==> src/rtl/vfd_pkg.sv <==
// Shared definitions for the VFD timing blocks.
// Contents:
//   CNT_W_DEF       - default width of cycle counters and measurement outputs
//   TIMEOUT_CYC_DEF - default number of cycles without a rising edge before
//                     a source is declared stalled
//   state_e         - period meter state encoding
package vfd_pkg;

  localparam int CNT_W_DEF       = 24;
  localparam int TIMEOUT_CYC_DEF = 1000000;

  typedef enum logic [1:0] {
    IDLE    = 2'd0,
    MEASURE = 2'd1,
    STALL   = 2'd2
  } state_e;

endpackage

==> src/rtl/vfd_period_meter_if.sv <==
// Bundle between the period meter and its user.
// Signals:
//   enable       - measurement enable (user -> meter)
//   sig_in       - asynchronous square wave to measure (user -> meter)
//   period       - cycles between the last two rising edges (meter -> user)
//   high_time    - cycles from rise to fall in that period (meter -> user)
//   period_valid - one-cycle pulse when period/high_time update
//   stalled      - no rising edge for the timeout interval
// Modports: master = user side, slave = meter side.
interface vfd_period_meter_if #(
  parameter int CNT_W = vfd_pkg::CNT_W_DEF
);

  logic             enable;
  logic             sig_in;
  logic [CNT_W-1:0] period;
  logic [CNT_W-1:0] high_time;
  logic             period_valid;
  logic             stalled;

  modport master (
    output enable, sig_in,
    input  period, high_time, period_valid, stalled
  );

  modport slave (
    input  enable, sig_in,
    output period, high_time, period_valid, stalled
  );

endinterface

==> src/rtl/vfd_sync_edge.sv <==
// Two-flop synchronizer plus one delay flop with rise/fall decode for an
// asynchronous single-bit input.
// Ports:
//   clk_in   - system clock
//   reset    - synchronous, active-high; all flops reset to 1
//   async_in - asynchronous input
//   rise     - one-cycle pulse on a synchronized 0->1 transition
//   fall     - one-cycle pulse on a synchronized 1->0 transition
module vfd_sync_edge (
  input  logic clk_in,
  input  logic reset,
  input  logic async_in,
  output logic rise,
  output logic fall
);

  logic s1_q, s1_d;
  logic s2_q, s2_d;
  logic d_q,  d_d;

  always_comb begin
    s1_d = async_in;
    s2_d = s1_q;
    d_d  = s2_q;
  end

  // Reset to 1 so an input already high at reset release is not seen as a rise.
  always_ff @(posedge clk_in) begin
    if (reset) begin
      s1_q <= 1'b1;
      s2_q <= 1'b1;
      d_q  <= 1'b1;
    end else begin
      s1_q <= s1_d;
      s2_q <= s2_d;
      d_q  <= d_d;
    end
  end

  assign rise = s2_q & ~d_q;
  assign fall = ~s2_q & d_q;

endmodule

==> src/rtl/vfd_period_meter.sv <==
// Measures period and high time of a slow asynchronous square wave in
// clk_in cycles, and flags a source that stops toggling.
// Ports:
//   clk_in - system clock
//   reset  - synchronous, active-high
//   bus    - vfd_period_meter_if slave: enable, sig_in in;
//            period, high_time, period_valid, stalled out
// Parameters:
//   CNT_W       - counter / output width
//   TIMEOUT_CYC - cycles without a rise before stalled is raised
//                 (must be < 2**CNT_W)
module vfd_period_meter
  import vfd_pkg::*;
#(
  parameter int CNT_W       = CNT_W_DEF,
  parameter int TIMEOUT_CYC = TIMEOUT_CYC_DEF
) (
  input  logic                  clk_in,
  input  logic                  reset,
  vfd_period_meter_if.slave     bus
);

  localparam logic [CNT_W-1:0] ONE       = CNT_W'(1);
  localparam logic [CNT_W-1:0] TIMEOUT_V = CNT_W'(TIMEOUT_CYC);

  logic rise, fall;

  state_e           state_q,        state_d;
  logic [CNT_W-1:0] cnt_q,          cnt_d;
  logic [CNT_W-1:0] hi_pend_q,      hi_pend_d;
  logic [CNT_W-1:0] period_q,       period_d;
  logic [CNT_W-1:0] high_time_q,    high_time_d;
  logic             period_valid_q, period_valid_d;
  logic             stalled_q,      stalled_d;

  vfd_sync_edge u_sync (
    .clk_in   (clk_in),
    .reset    (reset),
    .async_in (bus.sig_in),
    .rise     (rise),
    .fall     (fall)
  );

  // cnt holds the number of cycles since the last rise detection, so at the
  // next rise it equals the period and at a fall it equals the high time.
  always_comb begin
    state_d        = state_q;
    cnt_d          = cnt_q;
    hi_pend_d      = hi_pend_q;
    period_d       = period_q;
    high_time_d    = high_time_q;
    period_valid_d = 1'b0;
    stalled_d      = stalled_q;

    if (!bus.enable) begin
      state_d = IDLE;
      cnt_d   = '0;
    end else begin
      case (state_q)
        IDLE: begin
          cnt_d = '0;
          // First rise only arms; there is no prior edge to measure from.
          if (rise) begin
            cnt_d   = ONE;
            state_d = MEASURE;
          end
        end
        MEASURE: begin
          if (fall) hi_pend_d = cnt_q;
          // A rise takes priority over the timeout in the same cycle.
          if (rise) begin
            period_d       = cnt_q;
            high_time_d    = hi_pend_q;
            period_valid_d = 1'b1;
            stalled_d      = 1'b0;
            cnt_d          = ONE;
          end else if (cnt_q == TIMEOUT_V) begin
            stalled_d = 1'b1;
            state_d   = STALL;
          end else begin
            cnt_d = cnt_q + ONE;
          end
        end
        STALL: begin
          // stalled is left set until a full period has been measured again.
          if (rise) begin
            cnt_d   = ONE;
            state_d = MEASURE;
          end
        end
        default: begin
          state_d = IDLE;
          cnt_d   = '0;
        end
      endcase
    end
  end

  always_ff @(posedge clk_in) begin
    if (reset) begin
      state_q        <= IDLE;
      cnt_q          <= '0;
      hi_pend_q      <= '0;
      period_q       <= '0;
      high_time_q    <= '0;
      period_valid_q <= 1'b0;
      stalled_q      <= 1'b0;
    end else begin
      state_q        <= state_d;
      cnt_q          <= cnt_d;
      hi_pend_q      <= hi_pend_d;
      period_q       <= period_d;
      high_time_q    <= high_time_d;
      period_valid_q <= period_valid_d;
      stalled_q      <= stalled_d;
    end
  end

  assign bus.period       = period_q;
  assign bus.high_time    = high_time_q;
  assign bus.period_valid = period_valid_q;
  assign bus.stalled      = stalled_q;

endmodule

==> src/flat_wrapper.sv <==
// flat-port wrapper written by rule: the top's interface ports become plain ports
module vfd_period_meter_flat import vfd_pkg::*;
#(
  parameter int CNT_W       = CNT_W_DEF,
  parameter int TIMEOUT_CYC = TIMEOUT_CYC_DEF
)
  (clk_in, reset, bus_enable, bus_sig_in, bus_period, bus_high_time, bus_period_valid, bus_stalled);
  vfd_period_meter_if #(.CNT_W(CNT_W)) bus_i ();
  input  logic clk_in;
  input  logic reset;
  input wire logic [$bits(bus_i.enable)-1:0] bus_enable;
  input wire logic [$bits(bus_i.sig_in)-1:0] bus_sig_in;
  output wire logic [$bits(bus_i.period)-1:0] bus_period;
  output wire logic [$bits(bus_i.high_time)-1:0] bus_high_time;
  output wire logic [$bits(bus_i.period_valid)-1:0] bus_period_valid;
  output wire logic [$bits(bus_i.stalled)-1:0] bus_stalled;
  assign bus_i.enable = bus_enable;
  assign bus_i.sig_in = bus_sig_in;
  assign bus_period = bus_i.period;
  assign bus_high_time = bus_i.high_time;
  assign bus_period_valid = bus_i.period_valid;
  assign bus_stalled = bus_i.stalled;
  vfd_period_meter #(.CNT_W(CNT_W), .TIMEOUT_CYC(TIMEOUT_CYC)) u_core (.clk_in(clk_in), .reset(reset), .bus(bus_i));
endmodule
==> config.mk <==
export PLATFORM = sky130hd
export DESIGN_NAME = vfd_period_meter_flat
export DESIGN_NICKNAME = d
export VERILOG_FILES = /design/src/rtl/vfd_pkg.sv /design/src/rtl/vfd_period_meter_if.sv /design/src/rtl/vfd_sync_edge.sv /design/src/rtl/vfd_period_meter.sv /design/src/flat_wrapper.sv
export SDC_FILE = /design/constraint.sdc
export NUM_CORES = 1
export LEC_CHECK = 0
export ABC_AREA = 1
export CORE_MARGIN = 8
export CORE_UTILIZATION = 50
export CTS_CLUSTER_DIAMETER = 30
export CTS_CLUSTER_SIZE = 20
export DETAILED_ROUTE_END_ITERATION = 10
export PLACE_DENSITY = 0.85
export SYNTH_ARGS = -nofsm -noshare
export SYNTH_HDL_FRONTEND = slang
export SYNTH_HIERARCHICAL = 1
export SYNTH_SLANG_ARGS = --single-unit
==> constraint.sdc <==
create_clock -name clk_in -period 1.6 [get_ports clk_in]
set_input_delay 0.4 -clock clk_in [delete_from_list [all_inputs] [get_ports clk_in]]
set_output_delay 0.4 -clock clk_in [all_outputs]
set_load 0.05 [all_outputs]
# After elaboration in Yosys (flattened, before gate mapping)
# Cells that the tools add are included.
totals:
  ff_bits: 103
  output_inout_bits: 50
  wordCells: 47
  in_bits: 4
classes:
  n_bitwise: 6
  eq_ne: 8
  add_sub_neg: 1
  muxes: 12
  reduce_logical: 10
ops:
  columns: ["op", "n"]
  rows:
  - ["two-way mux 24 bit", 3]
  - ["case mux 24 bit (3 select lines)", 1]
  - ["adder 24 x 1 -> 24 bit (second input constant)", 1]
  - ["equality test 24 x 20 -> 1 bit (second input constant)", 1]
  - ["AND reduction 3 bit", 4]
  - ["two-way mux 2 bit", 3]
  - ["inequality test 2 x 1 -> 1 bit (second input constant)", 3]
  - ["two-way mux 1 bit", 4]
  - ["NOT 1 bit", 4]
  - ["case mux 2 bit (2 select lines)", 1]
  - ["OR reduction 2 bit", 2]
  - ["inequality test 3 x 2 -> 1 bit (second input constant)", 1]
  - ["OR reduction 3 bit", 1]
  - ["AND 1 bit", 2]
  - ["equality test 2 x 1 -> 1 bit (second input constant)", 1]
  - ["equality test 2 bit (second input constant)", 1]
  - ["zero test 2 bit", 1]
  - ["inequality test 2 bit (second input constant)", 1]
  - ["AND reduction 2 bit", 1]
  - ["nonzero test 2 bit", 1]

# Logic depth before layout (Yosys ltp)
# Gate-level depths: netlist (run 1).
logic_depth:
  ltp_word: 4
  depth_mapped: 13
  depth_no_buf: 11

# By module
# The synthesis (run 1) kept the hierarchy.
by_module_without_submodules:
  columns: ["module", "cells_each", "area_per_inst_um2", "instances", "seq_area_each_um2"]
  rows:
  - ["vfd_period_meter", 585, 4292.9, 1, 2001.9]
  - ["vfd_sync_edge", 13, 97.6, 1, 60.1]

# Worst setup path before layout (run 1)
# Ideal clock, no wire load.
synth_path:
  path_type: "register -> register"
  start: "register u_core.u_sync.s2_q, in the netlist u_core/u_sync/d_d"
  end: "register u_core.cnt_q[17]"
  arrival_ps: 1423
  path_stages_with_launch: 12
  setup_slack_ps: 113
  synth_period_minus_slack_ps: 1487
  t_required_ps: 1536
  setup_ps: 64
  n_path_buf: 1
  path_cell_list: "dfxtp_1 -> inv_1 -> nor2_1 -> inv_1 -> nand2_1 -> nand2_1 -> nand2_4 -> buf_6 -> nand3_1 -> nand2_1 -> inv_1 -> nor2_1"
synth_between:
  elab_chain_len: 3
  elab_cells_between_ends: 6
  classes_between: "eq/ne (2); mux (2); bitwise (1); reduce/logical (1)"
synth_rtl:
  columns: ["element", "line", "source"]
  rows:
  - ["start, declared", "vfd_sync_edge.sv:18", "logic s2_q, s2_d;"]
  - ["start signal, assigned", "vfd_sync_edge.sv:31", "s2_q <= 1'b1;"]
  - ["start signal, assigned", "vfd_sync_edge.sv:35", "s2_q <= s2_d;"]
  - ["AND 1 bit *", "vfd_sync_edge.sv:40", "assign rise = s2_q & ~d_q;"]
  - ["net u_core.rise", "vfd_period_meter.sv:26", "logic rise, fall;"]
  - ["two-way mux 24 bit (tied with other cells)", "vfd_period_meter.sv:71", "if (rise) begin"]
  - ["case mux 24 bit (3 select lines) or AND reduction 2 bit (tied branches)", null, null]
  - ["end signal, assigned", "vfd_period_meter.sv:110", "cnt_q <= cnt_d;"]
  - ["end, declared", "vfd_period_meter.sv:29", "logic [CNT_W-1:0] cnt_q, cnt_d;"]
# Mark *: on every way through the listed nets, which the timed path passes. The rest lies on a longest branch.
# A chain may end at the register's enable or synchronous reset.

# Final worst setup path (run 1)
layout_path:
  start: "register u_core.cnt_q[1]"
  end: "register u_core.cnt_q[17]"
layout_between:
  elab_chain_len: 4
  elab_cells_between_ends: 7
  classes_between: "add/sub (1); eq/ne (2); mux (3); reduce/logical (1)"
layout_rtl:
  columns: ["element", "line", "source"]
  rows:
  - ["adder 24 x 1 -> 24 bit", "vfd_period_meter.sv:81", "cnt_d = cnt_q + ONE;"]
  - ["two-way mux 24 bit", "vfd_period_meter.sv:77", "end else if (cnt_q == TIMEOUT_V) begin"]
  - ["two-way mux 24 bit", "vfd_period_meter.sv:71", null]
  - ["case mux 24 bit (3 select lines)", "vfd_period_meter.sv:59", "case (state_q)"]
# Parallel ways exist; a longest one is shown, timed or not. The select of a mux whose other input is x is not followed.

==> results.md, run 1 <==
Synth:
- The number of enable flip-flop cells after synthesis is 0.
- The total of warnings raised by yosys is 6.
- Of the total synthesized cell area, the portion taken by AND, OR, NAND and NOR gates is 29.3%.
- The portion of synthesized area spent on multiplexers is 0%.
- The synthesized netlist devotes 12.5% of its cell area to compound gates.
- The most used flip-flop cell after synthesis is sky130_fd_sc_hd__dfxtp_1.
- After Yosys synthesis, XOR and XNOR cells account for 0.399% of the synthesized area.
- The share of the yosys chip area belonging to registers is 47.0%.
- In this run, distinct cell masters in the synthesized netlist total 31.
- Of all flip-flops after synthesis, the portion carrying an async set or reset was 0%.
- The net count of the mapped netlist is 604.
- Synthesis inferred 103 register bits.
- Summing the areas of all fa, ha and maj instances in the mapped netlist gives 0.570% of the synthesized area.
- The dominant combinational cell family by area after synthesis is simple AND/OR/NAND/NOR gates.
- The synthesized netlist cell count is 598.
- The synthesized area is 4390 sq um.
- After synthesis, the mean cell area works out to 7.34 sq um.

Die:
- The die covers 12,000 sq um.
- The floorplan row count is 34.
- The x dimension of the die is 110 microns.
- From bottom edge to top edge, the die measures 110 microns.
- The core region is 8640 sq um.
- For this configuration, the core starts out at a cell density of 50.8%.
- In this run the count of I/O pins placed on the die edge is 54.

Power and ir drop:
- The switching part of the total is 24.9%.
- For this design the ratio of total power to cell area is 682 nW/um^2.
- The switching power is 1070 uW.
- Overall power consumption after layout is estimated at 4270 uW.
- The peak supply drop is 0.000440 V.
- For this design the static power due to leakage is 0.00246 uW.
- Combinational logic burns 2.2% of the power.
- The portion of total power attributed to the clock network is 37.7%.
- Internal power comes to 3200 uW.
- Of the total power, registers draw 60.1%.

Drt:
- For this run, design rule violations remaining after detail routing come to 0.
- The per-cell routed wire length is 16.5 microns.
- In the routed layout, each cell is associated on average with a via count of 5.53.
- The number of violations reported at the end of detailed-routing iteration 0 is 299.
- The post-detailed-routing wire length is 13,300 microns.
- The count of nets left with antenna violations once routing finished came out at 0.
- Summing over every cut layer, the via total after detailed routing is 4,437.
- The number of iterations in the first detailed-routing pass is 5.

Final layout:
- Compared with the post-synthesis result, the final layout area differs by 42.6%.
- For this run, the number of standard cells in the final layout without fillers is 802.
- The fraction of layout instances using a drive strength above 1 is 27.8%.
- Leaving out fill and tap cells, the most frequent cells in the layout are 120 x sky130_fd_sc_hd__nand2_1, 92 x sky130_fd_sc_hd__dfxtp_1, 62 x sky130_fd_sc_hd__nand3_1, 57 x sky130_fd_sc_hd__buf_12, 52 x sky130_fd_sc_hd__buf_4.
- The number of antenna diodes in the final layout is 0.
- The multi-input combinational cells in the finished layout cover a total of 2020 sq um.
- The final layout net count is 695.
- Once layout is complete, the utilization of the core stands at 72.5%.
- After routing the design area is 6260 sq um.
- The area used by sequential logic in the layout is 2080 sq um.
- The number of filler cells placed in the layout is 662.
- Leaving out fill and tap cells, the most frequent cell in the layout is sky130_fd_sc_hd__nand2_1.

Critical path:
- The type of element launching the critical path is a register.
- The endpoint class of the critical path is a register.
- The critical path's slowest cell is sky130_fd_sc_hd__dfxtp_4.
- The peak per-stage delay on the critical path is 0.40 ns.
- The worst path arrival time is 1.87 ns.
- Traced cell by cell, the critical path runs through inv_4 > ha_4 > nand3_2 > nor2_2 > nand3_2 > nand2_4 > nand2_8 > buf_12 > nand3_2 > nand2_1 > inv_2 > nor2_2.
- In this run the worst path has a maximum fanout of 8.
- The worst reg-to-reg path cell count is 12.
- The required time of the worst setup path is 1.89 ns.
- The cell repeated most along the worst path is sky130_fd_sc_hd__nand3_2.
- The critical path is of the reg2reg type.
- The flop-to-flop setup slack is 0.01 ns.

Clocking:
- The CTS tree is done.
- The buffer cell driving the clock tree root is sky130_fd_sc_hd__clkbuf_8.
- The clock tree synthesis step divided the H-tree into 3 levels.
- No sink is reached through more buffers than the 2 on the longest clock path.
- For this design, the sink count on the clock tree is 103.
- The later pin in the worst-skew pair is clocked with a latency of 0.39 ns.
- In this run, CTS created clock tree buffers numbering 9.
- Hold repair after CTS inserted 0 buffers.
- The clock transition at the registers of the reported paths is 0.10 ns.

Place:
- During placement, the flow inserted port buffers numbering 53.
- Summing all placed instances gives a cell area of 5850 sq um.
- At the end of routability-driven placement, the weighted congestion stood at 0.889.
- After legalization and detailed placement, the total HPWL measured 9390 microns.
- Counting tap cells, the placed design contains a total of 781 instances.

GRT:
- The aggregate global-route resource usage is 22.0%.
- The wire length of the first global-routing pass is 20,700 microns.
- The via count of the first global-routing pass is 4,222.
- The aggregate global routing overflow is 0.
- The pin count of the biggest net entering global routing is 74.
- The initial antenna violation count is 0.

STA:
- The worst pin sits at a relative slew slack of 67.3%.
- The final number of setup-violating endpoints is 0.
- The transition time at the pin with the least slew margin is 0.487 ns.
- The maximum clock rate is 0.630 GHz.
- The final count of pins violating max slew is 0.
- The fraction of the cycle the final worst path needs is 99.3%.
- The smallest clock period supported by the final layout is computed as 1.59 ns.
- The clock arrives with 0.0145 ns of skew.
- The final-report hold violation count was 0.
- Setup repair after global routing could not meet its margin everywhere.

Hold path:
- The worst hold path belongs to the class reg2reg.
- The cell count of the worst hold path is 2.

Flow run:
- The max-capacitance violation count is 0.

Run status:
- The flow ran to the end, and the final reports show no timing, DRC or antenna violations.
sequential cells by signal, summed over array words and instances, names as in the netlist:
| name | cells |
|---|---|
| u_core/bus.high_time | 24 |
| u_core/bus.period | 24 |
| u_core/bus.period_valid | 1 |
| u_core/bus.stalled | 1 |
| u_core/cnt_q | 24 |
| u_core/hi_pend_q | 24 |
| u_core/state_q | 2 |
| u_core/u_sync/d_d | 1 |
| u_core/u_sync/d_q | 1 |
| u_core/u_sync/s1_q | 1 |
kinds of logic after synthesis:
group | Yosys count
AOI/OAI and AO/OA | 108
xor gates and xnor gates | 2
adders and majority gates | 2
buffers and inverters | 98
DFF | 103
and+or+nand+nor | 285
routing by layer:
layer	vias up	global-route usage [%]	wire, microns
met5	-	0	0
met4	0	10.1	350
met3	33	3.22	686
met2	154	38.1	6680
met1	2122	26.5	5540
li1	2128	-	-
cell type report:
cell class / instances / area share (%)
clock buffer: 10 / 2.04
timing repair buffer: 113 / 25.1
tap: 108 / 2.16
sequential: 103 / 33.2
inverter: 65 / 4.22
multi-input combinational: 397 / 32.2
clock inverter: 6 / 0.999
per-stage QoR:
step	hold slack [ns]	setup TNS, ns	setup slack [ns]
finish	0.424	0	0.0117
global route	0.475	-0.623	-0.0803
CTS	0.427	0	0.00252
detailed placement	0.399	-14.14	-0.229
global placement	0.397	-7.47	-0.146
floorplan	0.387	0	0.113
path summary, 6_finish.rpt:
check	start	end
max	u_core/cnt_q[1]	u_core/cnt_q[17]
max reg2reg	u_core/cnt_q[1]	u_core/cnt_q[17]
min reg2reg	u_core/u_sync/s1_q	u_core/u_sync/d_d
min	u_core/u_sync/s1_q	u_core/u_sync/d_d
worst max-delay path: cells and delay by family (launching register included):
family	cells	cell delay, ns
simple gates	8	0.68
fa+ha+maj	1	0.13
flops	1	0.40
buf+inv	3	0.28
cells in the mapped netlist (2+ instances only):
| master | number | area [sq um] |
|---|---|---|
| sky130_fd_sc_hd__nor2_4 | 4 | 45.0 |
| sky130_fd_sc_hd__nand4_1 | 18 | 113 |
| sky130_fd_sc_hd__nand2_1 | 126 | 473 |
| sky130_fd_sc_hd__nor4_1 | 2 | 12.5 |
| sky130_fd_sc_hd__buf_1 | 5 | 18.8 |
| sky130_fd_sc_hd__ha_1 | 2 | 25.0 |
| sky130_fd_sc_hd__nand3_1 | 67 | 335 |
| sky130_fd_sc_hd__inv_2 | 6 | 22.5 |
| sky130_fd_sc_hd__a21oi_1 | 42 | 210 |
| sky130_fd_sc_hd__clkinv_1 | 2 | 7.51 |
| sky130_fd_sc_hd__nand3_2 | 2 | 20.0 |
| sky130_fd_sc_hd__o21ai_0 | 34 | 170 |
| sky130_fd_sc_hd__inv_1 | 55 | 206 |
| sky130_fd_sc_hd__nor2_2 | 2 | 12.5 |
| sky130_fd_sc_hd__buf_6 | 7 | 78.8 |
| sky130_fd_sc_hd__buf_4 | 4 | 30.0 |
| sky130_fd_sc_hd__o21ai_1 | 30 | 150 |
| sky130_fd_sc_hd__buf_2 | 9 | 45.0 |
| sky130_fd_sc_hd__dfxtp_1 | 103 | 2060 |
| sky130_fd_sc_hd__nand2_2 | 5 | 31.3 |
| sky130_fd_sc_hd__xor2_1 | 2 | 17.5 |
| sky130_fd_sc_hd__nor2_1 | 56 | 210 |
| sky130_fd_sc_hd__clkbuf_1 | 7 | 26.3 |
timing repair:
action,4_1_cts,5_1_grt
hold endpoints to repair,0,0
buffers inserted,1,4
setup endpoints to repair,23,26
gates resized for setup,12,52
pin swaps,5,17
power groups by stage:
stage	clock network, uW	registers [uW]	logic [uW]
after floorplan	0	2630	55.0
after global placement	0	2630	86.6
after detailed placement	0	2630	91.4
after CTS	1640	2570	92.4
after global routing	1730	2570	103
final	1610	2570	95.1
Power figures use the tool's default switching activity.
==> inputs of run 2 (changes only) <==
- CORE_MARGIN: 8 -> not set
- CTS_CLUSTER_SIZE: 20 -> 30
==> results.md, run 2 (synthesis results as in run 1) <==
Place:
- The final RePlAce weighted congestion is 0.951 (+7.0%).
- The number of buffers added on ports is 53 (unchanged).
- The half-perimeter wire length of the detailed placement result was 8980 microns (-4.4%).

STA:
- The maximum clock rate came to 0.617 GHz (-1.9%).
- The setup TNS was -0.0196 ns (-0.0196 ns).
- The setup slack after layout is -0.0196 ns (-0.0313 ns).
- The final count of pins violating max slew is 0 (unchanged).
- The relative max-transition margin is 71.4% (+4.2 points).
- The final-report hold violation count was 0 (unchanged).
- The worst slack on hold paths is 0.419 ns (-0.00421 ns).
- The fraction of the cycle the final worst path needs is 101% (+2.0 points).
- The final critical delay including setup and external delays was 1.62 ns (+0.0313 ns).
- The final number of setup-violating endpoints is 1 (+1).
- The transition time at the pin with the least slew margin is 0.424 ns (-0.0624 ns).
- The setup skew after layout is 0.0135 ns (-0.00109 ns).
- Setup repair after global routing could not meet its margin everywhere.

Drt:
- The number of vias in the routed layout is 4,485 (+1.1%).
- The routed length on met1 is 5060 microns (-8.8%).
- The sum of met2 wire segment lengths after detailed routing is 6400 microns (-4.2%).
- The wire length on met3 is 977 microns (+42%).
- The highest layer used for signal routing is met4.
- The per-cell routed wire length is 15.7 microns (-5.0%).
- The post-detailed-routing wire length was 12,600 microns (-4.8%).
- The number of violations reported at the end of detailed-routing iteration 0 is 362 (+21%).
- The via count normalized by instance count is 5.58 (+0.83%).
- The number of iterations in the first detailed-routing pass is 5 (unchanged).
- The DRC violations left is 0 (unchanged).
- The post-route antenna net violation count is 0 (unchanged).

GRT:
- The wire length of the first global-routing pass came to 20,100 microns (-3.0%).
- The via count of the first global-routing pass is 4,200 (-0.52%).
- The aggregate global routing overflow is 0 (unchanged).
- The aggregate global-route resource usage is 28.6% (+6.6 points).
- The initial antenna violation count is 0 (unchanged).
- The pin count of the biggest net entering global routing is 74 (unchanged).

Run status:
- The checks that failed: setup timing.
- The flow ran to the end, but the final reports show violations.

Die:
- The number of ports placed on the die boundary came to 54 (unchanged).
- The area of the core region is 8340 sq um (-3.4%).
- The starting density of the core is 52.6% (+1.8 points).
- The die area was 9160 sq um (-24%).
- The die height is 95.7 microns (-13%).
- The floorplan row count came to 33 (-2.9%).
- The x dimension of the die is 95.7 microns (-13%).

Clocking:
- In this run the clock root is driven by a sky130_fd_sc_hd__clkbuf_8.
- TritonCTS built the clock tree.
- The number of buffers between clock root and the deepest sink is 2 (unchanged).
- The clock sink count is 103 (unchanged).
- The number of buffers inserted during clock tree synthesis is 9 (unchanged).
- The H-tree level count was 3 (unchanged).
- The clock transition at the registers of the reported paths is 0.10 ns (about the same).
- The number of buffers inserted for hold repair after clock tree synthesis is 0 (unchanged).
- The insertion delay of the later-clocked pin in the worst-skew pair is 0.37 ns (-0.02 ns).

Final layout:
- The area overhead of the layout relative to synthesis is 43.3%.
- The fraction of layout instances using a drive strength above 1 is 28.6% (+0.80 points).
- The final layout net count is 700 (+0.72%).
- The most common cell after layout, fill and taps aside is sky130_fd_sc_hd__nand2_1.
- The number of filler cells placed in the layout is 597 (-9.8%).
- The final antenna diode count is 0 (unchanged).
- The top cell types in the final layout, fill and taps aside, are 120 x sky130_fd_sc_hd__nand2_1, 90 x sky130_fd_sc_hd__dfxtp_1, 61 x sky130_fd_sc_hd__nand3_1, 57 x sky130_fd_sc_hd__buf_4, 54 x sky130_fd_sc_hd__buf_12.

Power and ir drop:
- The leakage power total is 0.00247 uW (+0.69%).
- The peak supply drop was 0.000491 V (+12%).
- The power density of the placed cells is 673 nW/um^2 (-1.3%).

Critical path:
- The kind of critical path is reg2reg.
- STA classifies the critical path endpoint as a register.
- The worst setup path is launched from a register.
- The worst path arrival time is 1.89 ns (+0.02 ns).
- The top fanout value on the critical path came to 4 (-4).
- The required time of the worst setup path came to 1.87 ns (-0.02 ns).

Hold path:
- The type of the worst min-delay path is reg2reg.

Flow run:
- The max-capacitance violation count came to 0 (unchanged).
-- run 2: cell count changes in the layout (fill, tap and decap cells not counted), moves of 2 or more --
cell,previous run,this run
sky130_fd_sc_hd__a21oi_1,38,40
sky130_fd_sc_hd__a21oi_2,5,3
sky130_fd_sc_hd__buf_12,57,54
sky130_fd_sc_hd__buf_4,52,57
sky130_fd_sc_hd__buf_6,1,3
sky130_fd_sc_hd__clkinv_2,0,2
sky130_fd_sc_hd__dfxtp_1,92,90
sky130_fd_sc_hd__dfxtp_4,2,4
sky130_fd_sc_hd__nor2_2,8,10
-- run 2: path summary, 6_finish.rpt --
check / start / to / slack (ns) / cells past startpoint
max: u_core/cnt_q[1] / u_core/cnt_q[20] / -0.02 / 11
min: u_core/u_sync/s1_q / u_core/u_sync/d_d / 0.42 / 2
max reg2reg: u_core/cnt_q[1] / u_core/cnt_q[20] / -0.02 / 11
min reg2reg: u_core/u_sync/s1_q / u_core/u_sync/d_d / 0.42 / 2
-- run 2: area by class of cell --
class	instances	area [sq um]	share of cell area (%)
Sequential cell	103	2090	33.2
Multi-Input combinational cell	397	2020	32.1
Inverter	65	263	4.18
Clock inverter	7	63.8	1.01
Timing Repair Buffer	118	1600	25.4
Tap cell	105	131	2.09
Clock buffer	9	124	1.97
-- run 2: metrics by stage --
stage / area [sq um] / worst slack, ns / total power (uW) / instances / utilization [%]
2_1_floorplan: 4390 / 0.113 / 2680 / 598 / -
3_3_place_gp: 5840 / -0.187 / 2720 / 782 / 70.0
3_5_place_dp: 5840 / -0.250 / 2720 / 782 / 70.0
4_1_cts: 6100 / 0.00477 / 4250 / 800 / 73.1
5_1_grt: 6290 / -0.101 / 4370 / 804 / 75.4
6_report: 6290 / -0.0196 / 4230 / 804 / 75.4
-- run 2: critical path: stages, from the launching register on --
cell and delay [ns]:
sky130_fd_sc_hd__dfxtp_4 0.42, sky130_fd_sc_hd__ha_4 0.15, sky130_fd_sc_hd__nand2_2 0.06, sky130_fd_sc_hd__inv_2 0.07, sky130_fd_sc_hd__buf_6 0.10, sky130_fd_sc_hd__nand2_4 0.07, sky130_fd_sc_hd__nor2_4 0.12, sky130_fd_sc_hd__nand2_2 0.08
sky130_fd_sc_hd__nor3_4 0.22, sky130_fd_sc_hd__nand3_2 0.11, sky130_fd_sc_hd__nand2_2 0.08, sky130_fd_sc_hd__nor2_2 0.04
-- run 2: metal layers --
| metal | up-vias | GRT usage, % |
|---|---|---|
| met5 | - | 0 |
| li1 | 2134 | - |
| met1 | 2099 | 36.4 |
| met3 | 24 | 4.19 |
| met2 | 228 | 50.4 |
| met4 | 0 | 7.84 |
-- run 2: report_power, final --
| group | switching, uW | internal [uW] | leakage [uW] |
|---|---|---|---|
| combinational | 65.7 | 34.7 | 0.00154 |
| clock | 972 | 599 | 0.0000938 |
| sequential | 2.59 | 2560 | 0.000838 |
| total | 1040 | 3190 | 0.00247 |
-- run 2: repair_timing --
action | CTS | global route
resized for setup | 15 | 55
gates cloned | 1 | 0
buffers inserted | 1 | 4
pin swaps | 5 | 14
setup endpoints to repair | 24 | 26
